==> src/rtl/packer_mlane_if.sv <==
// Handshake/data bundle between the buffer reader, packer_mlane and the PE-array loader.
interface packer_mlane_if #(
    parameter int DATA_WIDTH = 8,
    parameter int NUM_DATA   = 32,
    parameter int LANES      = 4
);
    localparam int CW = $clog2(NUM_DATA) + 1;

    logic                           Sta;
    logic                           Bypass;
    logic [CW-1:0]                  NumPacker;
    logic                           ReqDat;
    logic                           ValDat;
    logic [DATA_WIDTH*LANES-1:0]    Dat;
    logic [DATA_WIDTH*NUM_DATA-1:0] DatPacker;
    logic                           OutVal;
    logic                           OutRdy;
    logic                           NearFnhPacker;

    modport master (
        output Sta, Bypass, NumPacker, ValDat, Dat, OutRdy,
        input  ReqDat, DatPacker, OutVal, NearFnhPacker
    );

    modport slave (
        input  Sta, Bypass, NumPacker, ValDat, Dat, OutRdy,
        output ReqDat, DatPacker, OutVal, NearFnhPacker
    );
endinterface

==> src/rtl/packer_mlane.sv <==
// Multi-lane word packer: gathers 1..NUM_DATA words, LANES per beat, into one wide word.
// Define PACKER_MLANE_LSB_FIRST_EN to place word 0 at the LSB instead of MSB-first order.
module packer_mlane #(
    parameter int DATA_WIDTH = 8,
    parameter int NUM_DATA   = 32,
    parameter int LANES      = 4
) (
    input  logic          clk,
    input  logic          rst,
    packer_mlane_if.slave bus
);
    localparam int CW = $clog2(NUM_DATA) + 1;
    localparam int PW = DATA_WIDTH * NUM_DATA;
    localparam int LW = $clog2(LANES);

    typedef enum logic [1:0] {IDLE, FILL, DONE} state_t;

    state_t        state_q, state_d;
    logic [CW-1:0] need_q, need_d;
    logic [CW-1:0] req_cnt_q, req_cnt_d;
    logic [CW-1:0] fill_cnt_q, fill_cnt_d;
    logic [PW-1:0] dat_q, dat_d;
    logic [PW-1:0] packed_next;
    logic [CW-1:0] need_in, beats, remain, take;
    logic [CW:0]   need_rnd;

    assign need_in  = (bus.NumPacker > CW'(NUM_DATA)) ? CW'(NUM_DATA) : bus.NumPacker;
    assign need_rnd = {1'b0, need_q} + (CW+1)'(LANES - 1);
    assign beats    = CW'(need_rnd >> LW);
    assign remain   = need_q - fill_cnt_q;
    assign take     = (remain > CW'(LANES)) ? CW'(LANES) : remain;

    // Only lanes below 'take' are consumed; a partial last beat drops its upper lanes.
    always_comb begin
        packed_next = dat_q;
        for (int unsigned i = 0; i < LANES; i++) begin
            if (CW'(i) < take) begin
`ifdef PACKER_MLANE_LSB_FIRST_EN
                packed_next[(32'(fill_cnt_q) + i) * DATA_WIDTH +: DATA_WIDTH] =
                    bus.Dat[i*DATA_WIDTH +: DATA_WIDTH];
`else
                packed_next = {packed_next[PW-DATA_WIDTH-1:0], bus.Dat[i*DATA_WIDTH +: DATA_WIDTH]};
`endif
            end
        end
    end

    always_comb begin
        state_d           = state_q;
        need_d            = need_q;
        req_cnt_d         = req_cnt_q;
        fill_cnt_d        = fill_cnt_q;
        dat_d             = dat_q;
        bus.ReqDat        = 1'b0;
        bus.NearFnhPacker = 1'b0;
        case (state_q)
            IDLE: begin
                // A zero-length request finishes exactly like a bypass.
                if (bus.Bypass || (bus.Sta && need_in == '0)) begin
                    bus.NearFnhPacker = 1'b1;
                    dat_d             = '0;
                    state_d           = DONE;
                end else if (bus.Sta) begin
                    need_d     = need_in;
                    req_cnt_d  = '0;
                    fill_cnt_d = '0;
                    dat_d      = '0;
                    state_d    = FILL;
                end
            end
            FILL: begin
                bus.ReqDat = (req_cnt_q < beats);
                if (bus.ReqDat) begin
                    req_cnt_d = req_cnt_q + 1'b1;
                end
                if (bus.ValDat) begin
                    dat_d      = packed_next;
                    fill_cnt_d = fill_cnt_q + take;
                    if (fill_cnt_q + take == need_q) begin
                        bus.NearFnhPacker = 1'b1;
                        state_d           = DONE;
                    end
                end
            end
            DONE: begin
                if (bus.OutRdy) begin
                    state_d = IDLE;
                end
            end
            default: state_d = IDLE;
        endcase
    end

    always_ff @(posedge clk) begin
        if (rst) begin
            state_q    <= IDLE;
            need_q     <= '0;
            req_cnt_q  <= '0;
            fill_cnt_q <= '0;
            dat_q      <= '0;
        end else begin
            state_q    <= state_d;
            need_q     <= need_d;
            req_cnt_q  <= req_cnt_d;
            fill_cnt_q <= fill_cnt_d;
            dat_q      <= dat_d;
        end
    end

    assign bus.DatPacker = dat_q;
    assign bus.OutVal    = (state_q == DONE);
endmodule

==> src/flat_wrapper.sv <==
// flat-port wrapper written by rule: the top's interface ports become plain ports
module packer_mlane_flat 
#(
    parameter int DATA_WIDTH = 8,
    parameter int NUM_DATA   = 32,
    parameter int LANES      = 4
)
  (clk, rst, bus_Sta, bus_Bypass, bus_NumPacker, bus_ValDat, bus_Dat, bus_OutRdy, bus_ReqDat, bus_DatPacker, bus_OutVal, bus_NearFnhPacker);
  packer_mlane_if #(.DATA_WIDTH(DATA_WIDTH), .NUM_DATA(NUM_DATA), .LANES(LANES)) bus_i ();
  input  logic clk;
  input  logic rst;
  input wire logic [$bits(bus_i.Sta)-1:0] bus_Sta;
  input wire logic [$bits(bus_i.Bypass)-1:0] bus_Bypass;
  input wire logic [$bits(bus_i.NumPacker)-1:0] bus_NumPacker;
  input wire logic [$bits(bus_i.ValDat)-1:0] bus_ValDat;
  input wire logic [$bits(bus_i.Dat)-1:0] bus_Dat;
  input wire logic [$bits(bus_i.OutRdy)-1:0] bus_OutRdy;
  output wire logic [$bits(bus_i.ReqDat)-1:0] bus_ReqDat;
  output wire logic [$bits(bus_i.DatPacker)-1:0] bus_DatPacker;
  output wire logic [$bits(bus_i.OutVal)-1:0] bus_OutVal;
  output wire logic [$bits(bus_i.NearFnhPacker)-1:0] bus_NearFnhPacker;
  assign bus_i.Sta = bus_Sta;
  assign bus_i.Bypass = bus_Bypass;
  assign bus_i.NumPacker = bus_NumPacker;
  assign bus_i.ValDat = bus_ValDat;
  assign bus_i.Dat = bus_Dat;
  assign bus_i.OutRdy = bus_OutRdy;
  assign bus_ReqDat = bus_i.ReqDat;
  assign bus_DatPacker = bus_i.DatPacker;
  assign bus_OutVal = bus_i.OutVal;
  assign bus_NearFnhPacker = bus_i.NearFnhPacker;
  packer_mlane #(.DATA_WIDTH(DATA_WIDTH), .NUM_DATA(NUM_DATA), .LANES(LANES)) u_core (.clk(clk), .rst(rst), .bus(bus_i));
endmodule
==> config.mk <==
export PLATFORM = sky130hd
export DESIGN_NAME = packer_mlane_flat
export DESIGN_NICKNAME = d
export VERILOG_FILES = /design/src/rtl/packer_mlane_if.sv /design/src/rtl/packer_mlane.sv /design/src/flat_wrapper.sv
export SDC_FILE = /design/constraint.sdc
export NUM_CORES = 1
export LEC_CHECK = 0
export CAP_MARGIN = 20
export CELL_PAD_IN_SITES_DETAIL_PLACEMENT = 0
export CELL_PAD_IN_SITES_GLOBAL_PLACEMENT = 1
export CORE_ASPECT_RATIO = 1.5
export CORE_UTILIZATION = 44
export CTS_BUF_LIST = sky130_fd_sc_hd__clkbuf_16
export DETAILED_ROUTE_END_ITERATION = 10
export GPL_TIMING_DRIVEN = 0
export MAX_ROUTING_LAYER = met4
export PLACE_DENSITY = 0.86
export SKIP_CTS_REPAIR_TIMING = 1
export SLEW_MARGIN = 15
export SYNTH_ARGS = -nofsm -noshare
export SYNTH_HDL_FRONTEND = slang
export SYNTH_SLANG_ARGS = --single-unit
==> constraint.sdc <==
create_clock -name clk -period 13.4 [get_ports clk]
set_clock_uncertainty 0.2 [all_clocks]
set_input_delay 2.68 -clock clk [delete_from_list [all_inputs] [get_ports clk]]
set_output_delay 2.68 -clock clk [all_outputs]
set_load 0.1 [all_outputs]
==> results of run 1 <==
registers in the layout, summed over array words and instances, names as in the netlist:
signal	count
u_core.fill_cnt_q	6
u_core.bus.DatPacker	256
u_core.need_q	6
u_core.req_cnt_q	6
u_core.state_q	2
metrics by stage:
step	setup slack (ns)	power [mW]	util, %	hold slack [ns]	area, um^2
2_1_floorplan	4.41	1.38	-	0.242	19400
3_3_place_gp	3.81	1.61	53.5	0.264	23100
3_5_place_dp	3.73	1.61	53.5	0.274	23100
4_1_cts	3.08	2.41	55.6	0.281	24000
5_1_grt	2.74	2.48	55.6	0.309	24000
6_report	3.05	2.42	55.6	0.283	24000
cells in the final DEF, fill, tap and decap left out, drive strengths merged, types with 3 or more instances in the layout:
cell           synthesis  routed
a211o                 16      16
a211oi                 5       5
a21o                   6       6
a21oi                 35      35
a221o                  3       3
a22o                   8       8
a31oi                 20      20
and2                 168     168
buf                   87      87
clkbuf               140     171
clkdlybuf4s50          0     301
clkinv                 0      13
dfxtp                276     276
diode                  0       5
ha                    15      15
inv                   11      20
mux2                 150     150
mux2i                120     120
mux4                  41      41
nand2                166     166
nand2b               157     157
nand3                  8       8
nand3b                 5       5
nor2                 331     331
nor2b                 32      32
nor3                  15      15
o21ai                302     302
o22ai                301     301
or3                    5       5
xnor2                  7       7
xor2                   9       9
cell families (layout without fill, tap and decap cells):
family,count (synthesis),in the layout
AO/OA/AOI/OAI,707,707
XOR/XNOR,16,16
adder cells (fa/ha/maj),17,17
buffers and inverters,238,593
flip-flops,276,276
multiplexers,311,311
other,1,7
AND/OR/NAND/NOR,893,893
layer usage:
| metal | vias to the layer above | GRT usage, % |
|---|---|---|
| met5 | - | - |
| met4 | 0 | 22.0 |
| met3 | 305 | 4.67 |
| met2 | 1146 | 64.5 |
| met1 | 10180 | 43.1 |
| li1 | 9468 | - |
synth_stat cells (10+ instances only):
master	instances	area, um^2
a211o_1	16	140
a21oi_1	35	175
a31oi_1	19	119
and2_0	114	713
and2_1	54	338
buf_1	17	63.8
buf_2	40	200
buf_6	26	293
clkbuf_1	140	526
dfxtp_1	276	5530
ha_1	15	188
inv_1	10	37.5
mux2_2	150	1690
mux2i_1	120	1200
mux4_2	41	923
nand2_1	166	623
nand2b_1	157	982
nor2_1	331	1240
nor2b_1	32	200
nor3_1	14	70.1
o21ai_0	268	1340
o21ai_1	34	170
o22ai_1	301	1880
where the power goes:
part | leakage, nW | internal, mW | switching, mW
sequential | 2.22 | 0.833 | 0.0296
combinational | 6.18 | 0.242 | 0.504
clock | 0.481 | 0.433 | 0.379
total | 8.88 | 1.51 | 0.912
worst max-delay path, delay by kind of cell (launching register included):
kind                       cells  cell delay (ns)
DFF                            1             0.45
adders and majority gates      3             1.26
and+or+nand+nor                3             0.76
AOI/OAI and AO/OA              4             1.06
buffers and inverters          5             3.23
xor gates and xnor gates       1             0.11
final cells by class:
cell class / count / area share [%]
antenna: 5 / 0.0521
buffer: 227 / 4.68
clock buffer: 31 / 3.23
clock inverter: 23 / 0.505
inverter: 11 / 0.182
multi-input combinational: 1946 / 52.8
sequential: 276 / 23.0
tap: 570 / 2.97
timing repair buffer: 301 / 12.5
worst max path at each step:
| stage | start | endpoint | slack [ns] |
|---|---|---|---|
| after floorplan | u_core.need_q[0]$_SDFFE_PP0P_ | bus_NearFnhPacker | 4.41 |
| final | u_core.need_q[0]$_SDFFE_PP0P_ | bus_NearFnhPacker | 3.05 |
| after detailed placement | u_core.need_q[0]$_SDFFE_PP0P_ | bus_NearFnhPacker | 3.73 |
| after global placement | u_core.need_q[0]$_SDFFE_PP0P_ | bus_NearFnhPacker | 3.81 |
| after CTS | u_core.need_q[0]$_SDFFE_PP0P_ | bus_NearFnhPacker | 3.08 |
| after global routing | u_core.need_q[0]$_SDFFE_PP0P_ | bus_NearFnhPacker | 2.74 |
==> results.toml, run 1 <==
[status]
status = "complete, no violations"

[logic_synthesis]
ys_seq_area_share_pct = 28.5
yosys.area_share.simple_pct = 22.5
synth_fa_ha_area_share_pct = 1.18
synth_top_family_by_area = "simple AND/OR/NAND/NOR gates"
yosys_warnings = 0
syn_area_um2 = 19400
synth-edff-count = 0
muxShareOfSynthArea_pct = 19.7
async_reset_ff_share_pct = 0
synth_xor_area_share_pct = 0.723
synth_compound_area_share_pct = 21.4
synth_area_per_cell_um2 = 7.88
ys_ff_latch = 276
synthFlopType = "dfxtp_1"
synth.distinct_cells = 54
syn_inst = 2459

[detailed_routing]
wl_met3_mm = 6.31
ant_nets = 0
drtIter0Drc = 1672
met1_length_mm = 32.2
route.detailed.drc = 0
dr_wl_met2_mm = 42.1
vias = 21099
top_layer_used = "met4"
wl_per_cell_um = 25.3
dr.pass1.iters = 6
avgViaCountPerCell = 6.22
totalWireLength_mm = 85.8

[pwr]
p_leak_nw = 8.88
power_density_nw_per_um2 = 101
max-vdd-ir-drop_uv = 88.2

[timing]
period_minus_slack_ns = 10.35
hold_violations = 0
slew-limit-headroom_pct = 24.3
max_freq_mhz = 96.6
slew_viol_final = 0
setup_viol = 0
fin_setup_tns_ns = 0
rsz0062_at_grt = "no"
period_share_pct = 77.2
tightest_slew_ns = 1.14

[hold_path]
min_path_cells = 2
hold_start = "u_core.fill_cnt_q[4]$_SDFFE_PP0P_"
hp-class = "reg2reg"
hold_path_end = "u_core.fill_cnt_q[4]$_SDFFE_PP0P_"

[global_routing]
overflow = 0
grt.total_usage_pct = 38.0
grt_max_degree = 15
grt_pass1_vias = 20314
grt_pass1_wl_mm = 128
antenna_found_initial = 2

[critical_path]
end_kind = "primary output"
crit_type = "reg2out"
critPathMaxFanout = 10
cp_slowest_stage_delay_ns = 1.18
cp-start-kind = "register"
crit_chain = "inv_1, ha_1, fa_1, buf_1, clkbuf_1, clkbuf_1, nor2_1, ha_1, a21o_1, a311o_1, a21oi_1, xnor2_1, nor4_2, nand2_1, a211oi_1, clkdlybuf4s50_1"
required_ns = 10.52
rr_endpoint = "u_core.state_q[1]$_SDFFE_PP0P_"
reg2reg_depth = 15
cp.arrival_ns = 7.47
r2r-start = "u_core.need_q[0]$_SDFFE_PP0P_"
crit_slowest_cell = "clkdlybuf4s50_1"
rrSetupSlack_ns = 7.53

[floorplan]
pin_count = 303
die_area_um2 = 44900
initial_core_util_pct = 44.9
die_w_um = 173
die_y_um = 259
rows = 93
core_area_um2 = 43200

[clock_network]
clock-sinks = 276
cts_max_level = 1
path_clk_slew_ns = 0.06
numCtsBuffers = 31
cts_buffer_depth = 3
insertion_delay_ns = 0.59
cts_tree = "done"
cts_root_buf = "clkbuf_16"

[layout]
drive_above_1_share_pct = 10.9
fin_cells = 3390
seq_area_um2 = 5530
multi_input_area_um2 = 12700
synthToLayoutAreaGrowth_pct = 24.0
fin_nets = 2855
fill_cells = 4129

[placement]
place.gp.congestion = 0.992
dpl.hpwl_mm = 63.2
portBuffers = 301
dp.cells = 3331

[flow_run]
cap_violations = 0
Note: power is estimated with default switching activity, not from simulation.
==> inputs of run 2 (changes only) <==
--- a/config.mk
+++ b/config.mk
@@ -9,12 +9,12 @@
 export CELL_PAD_IN_SITES_DETAIL_PLACEMENT = 0
 export CELL_PAD_IN_SITES_GLOBAL_PLACEMENT = 1
 export CORE_ASPECT_RATIO = 1.5
-export CORE_UTILIZATION = 44
+export CORE_UTILIZATION = 41
 export CTS_BUF_LIST = sky130_fd_sc_hd__clkbuf_16
 export DETAILED_ROUTE_END_ITERATION = 10
 export GPL_TIMING_DRIVEN = 0
 export MAX_ROUTING_LAYER = met4
-export PLACE_DENSITY = 0.86
+export PLACE_DENSITY = 0.81
 export SKIP_CTS_REPAIR_TIMING = 1
 export SLEW_MARGIN = 15
 export SYNTH_ARGS = -nofsm -noshare
==> constraint.sdc (replaced) <==
create_clock -name clk -period 10.1 [get_ports clk]
set_clock_uncertainty 0.2 [all_clocks]
set_input_delay 2.02 -clock clk [delete_from_list [all_inputs] [get_ports clk]]
set_output_delay 2.02 -clock clk [all_outputs]
set_load 0.1 [all_outputs]
==> run 2 against run 1 <==
Effect of this change: the run now ends with DRC left; largest cell class unchanged; cell count is 0.68% higher; non-clock buffer count is the same; combinational power grew 33%; setup slack got worse by 2.6 ns; first-iteration DRC count increased by 1.4%; critical path depth did not move; clock-buffer cell count increased by 6.
==> results.toml, run 2 (same netlist as run 1, synthesis figures left out) <==
[critical_path]
critPathBufInv = 5
crit_chain = "inv_1, ha_1, fa_1, buf_1, clkbuf_1, clkbuf_1, nor2_1, ha_1, a21o_1, a311o_1, a21oi_1, xnor2_1, nor4_2, nand2_1, a211oi_1, clkdlybuf4s50_1"
cp_slowest_stage_delay_ns = 1.22
cp.arrival_ns = 7.41
end_kind = "primary output"
reg2reg_depth = 15
crit_slowest_cell = "clkdlybuf4s50_1"
r2r-start = "u_core.need_q[0]$_SDFFE_PP0P_"
cp_top_family = "buffers and inverters"
rr_endpoint = "u_core.state_q[1]$_SDFFE_PP0P_"
critPathMaxFanout = 10
cp-start-kind = "register"
required_ns = 7.88
crit_type = "reg2out"
rrSetupSlack_ns = 4.40

[placement]
place.gp.congestion = 0.983
dpl.hpwl_mm = 64.2
postPlaceCellArea_um2 = 23100
dp_slack_ns = 1.11
portBuffers = 301

[pwr]
max-vdd-ir-drop_uv = 117
p_total_mw = 3.32
p_leak_nw = 8.94
power_density_nw_per_um2 = 137

[global_routing]
overflow = 0
antenna_found_initial = 0
grt_pass1_wl_mm = 129
grt_max_degree = 13
grt.total_usage_pct = 36.1
grt_pass1_vias = 20472

[timing]
period_minus_slack_ns = 9.63
worst_slack_ns = 0.471
fin_setup_tns_ns = 0
period_share_pct = 95.3
hold_violations = 0
slew-limit-headroom_pct = 16.1
slew_viol_final = 0
max_freq_mhz = 104
rsz0062_at_grt = "no"
tightest_slew_ns = 1.26
setup_viol = 0

[floorplan]
rows = 97
initial_core_util_pct = 41.5
die_area_um2 = 48100
die_w_um = 179
core_area_um2 = 46700
die_y_um = 268
pin_count = 303

[layout]
mostFrequentLayoutCells = "331 x nor2_1, 301 x o22ai_1, 301 x clkdlybuf4s50_1, 276 x dfxtp_1, 268 x o21ai_0"
synthToLayoutAreaGrowth_pct = 24.7
fin_nets = 2858
final_common_cell = "nor2_1"
largest_reg_flops = 256
n_antenna_cell = 0
drive_above_1_share_pct = 11.2
design_area_um2 = 24200

[detailed_routing]
dr.pass1.iters = 11
route.detailed.drc = 26
avgViaCountPerCell = 6.20
drtIter0Drc = 1695
wl_per_cell_um = 25.5
totalWireLength_mm = 87.0
vias = 21158
ant_nets = 0

[clock_network]
cts_root_buf = "clkbuf_16"
cts_buffer_depth = 3
cts_tree = "done"
cts_max_level = 2
numCtsBuffers = 34
path_clk_slew_ns = 0.06
insertion_delay_ns = 0.54
clock-sinks = 276

[hold_path]
hp-class = "reg2reg"
hold_start = "u_core.fill_cnt_q[4]$_SDFFE_PP0P_"
hold_path_end = "u_core.fill_cnt_q[4]$_SDFFE_PP0P_"
min_path_cells = 2

[flow_run]
cap_violations = 0

[status]
violations = "DRC"
status = "finished, violations left"
-- run 2: cell type report --
cell class | instances | area (um^2)
plain buffers | 227 | 1120
clock buffers | 37 | 926
clock inverters | 21 | 91.3
fillers | 4553 | 22600
inverters | 11 | 43.8
multi-input cells | 1946 | 12700
flip-flops and latches | 276 | 5530
well taps | 594 | 743
repair buffers | 301 | 3010
-- run 2: worst max-delay path by stage --
stage	cells past startpoint	slack, ns	end	start
2_1_floorplan	20	1.77	bus_NearFnhPacker	u_core.need_q[0]$_SDFFE_PP0P_
3_3_place_gp	16	1.06	bus_NearFnhPacker	u_core.need_q[0]$_SDFFE_PP0P_
3_5_place_dp	16	1.11	bus_NearFnhPacker	u_core.need_q[0]$_SDFFE_PP0P_
4_1_cts	16	0.49	bus_NearFnhPacker	u_core.need_q[0]$_SDFFE_PP0P_
5_1_grt	16	0.18	bus_NearFnhPacker	u_core.need_q[0]$_SDFFE_PP0P_
6_report	16	0.47	bus_NearFnhPacker	u_core.need_q[0]$_SDFFE_PP0P_
-- run 2: routing by layer --
layer | GRT usage [%] | wire length (um)
met1 | 40.6 | 33100
met2 | 62.4 | 42500
met3 | 3.93 | 5860
met4 | 21.0 | 5500
met5 | - | 0
-- run 2: per-stage QoR --
stage | utilization, % | hold slack (ns) | cells
after floorplan | - | 0.242 | 2460
final | 51.7 | 0.287 | 3413
after detailed placement | 49.5 | 0.281 | 3355
after global routing | 51.7 | 0.323 | 3413
after global placement | 49.5 | 0.261 | 3355
after CTS | 51.7 | 0.290 | 3413
-- run 2: worst reg2reg max path: stages (launching register included) --
cell and delay, ns:
dfxtp_1 0.44, inv_1 0.07, ha_1 0.22, fa_1 0.69, buf_1 0.59, clkbuf_1 0.69
clkbuf_1 0.60, nor2_1 0.18, ha_1 0.31, a21o_1 0.17, a311o_1 0.34, a21oi_1 0.26
xnor2_1 0.12, nor4_2 0.46, nand2_1 0.10, o211a_1 0.15
-- run 2: where the power goes --
group | leakage, nW | internal, mW | switching [mW] | total (mW)
Combinational | 6.18 | 0.321 | 0.670 | 0.992
Sequential | 2.22 | 1.11 | 0.0392 | 1.14
Clock | 0.542 | 0.656 | 0.528 | 1.18
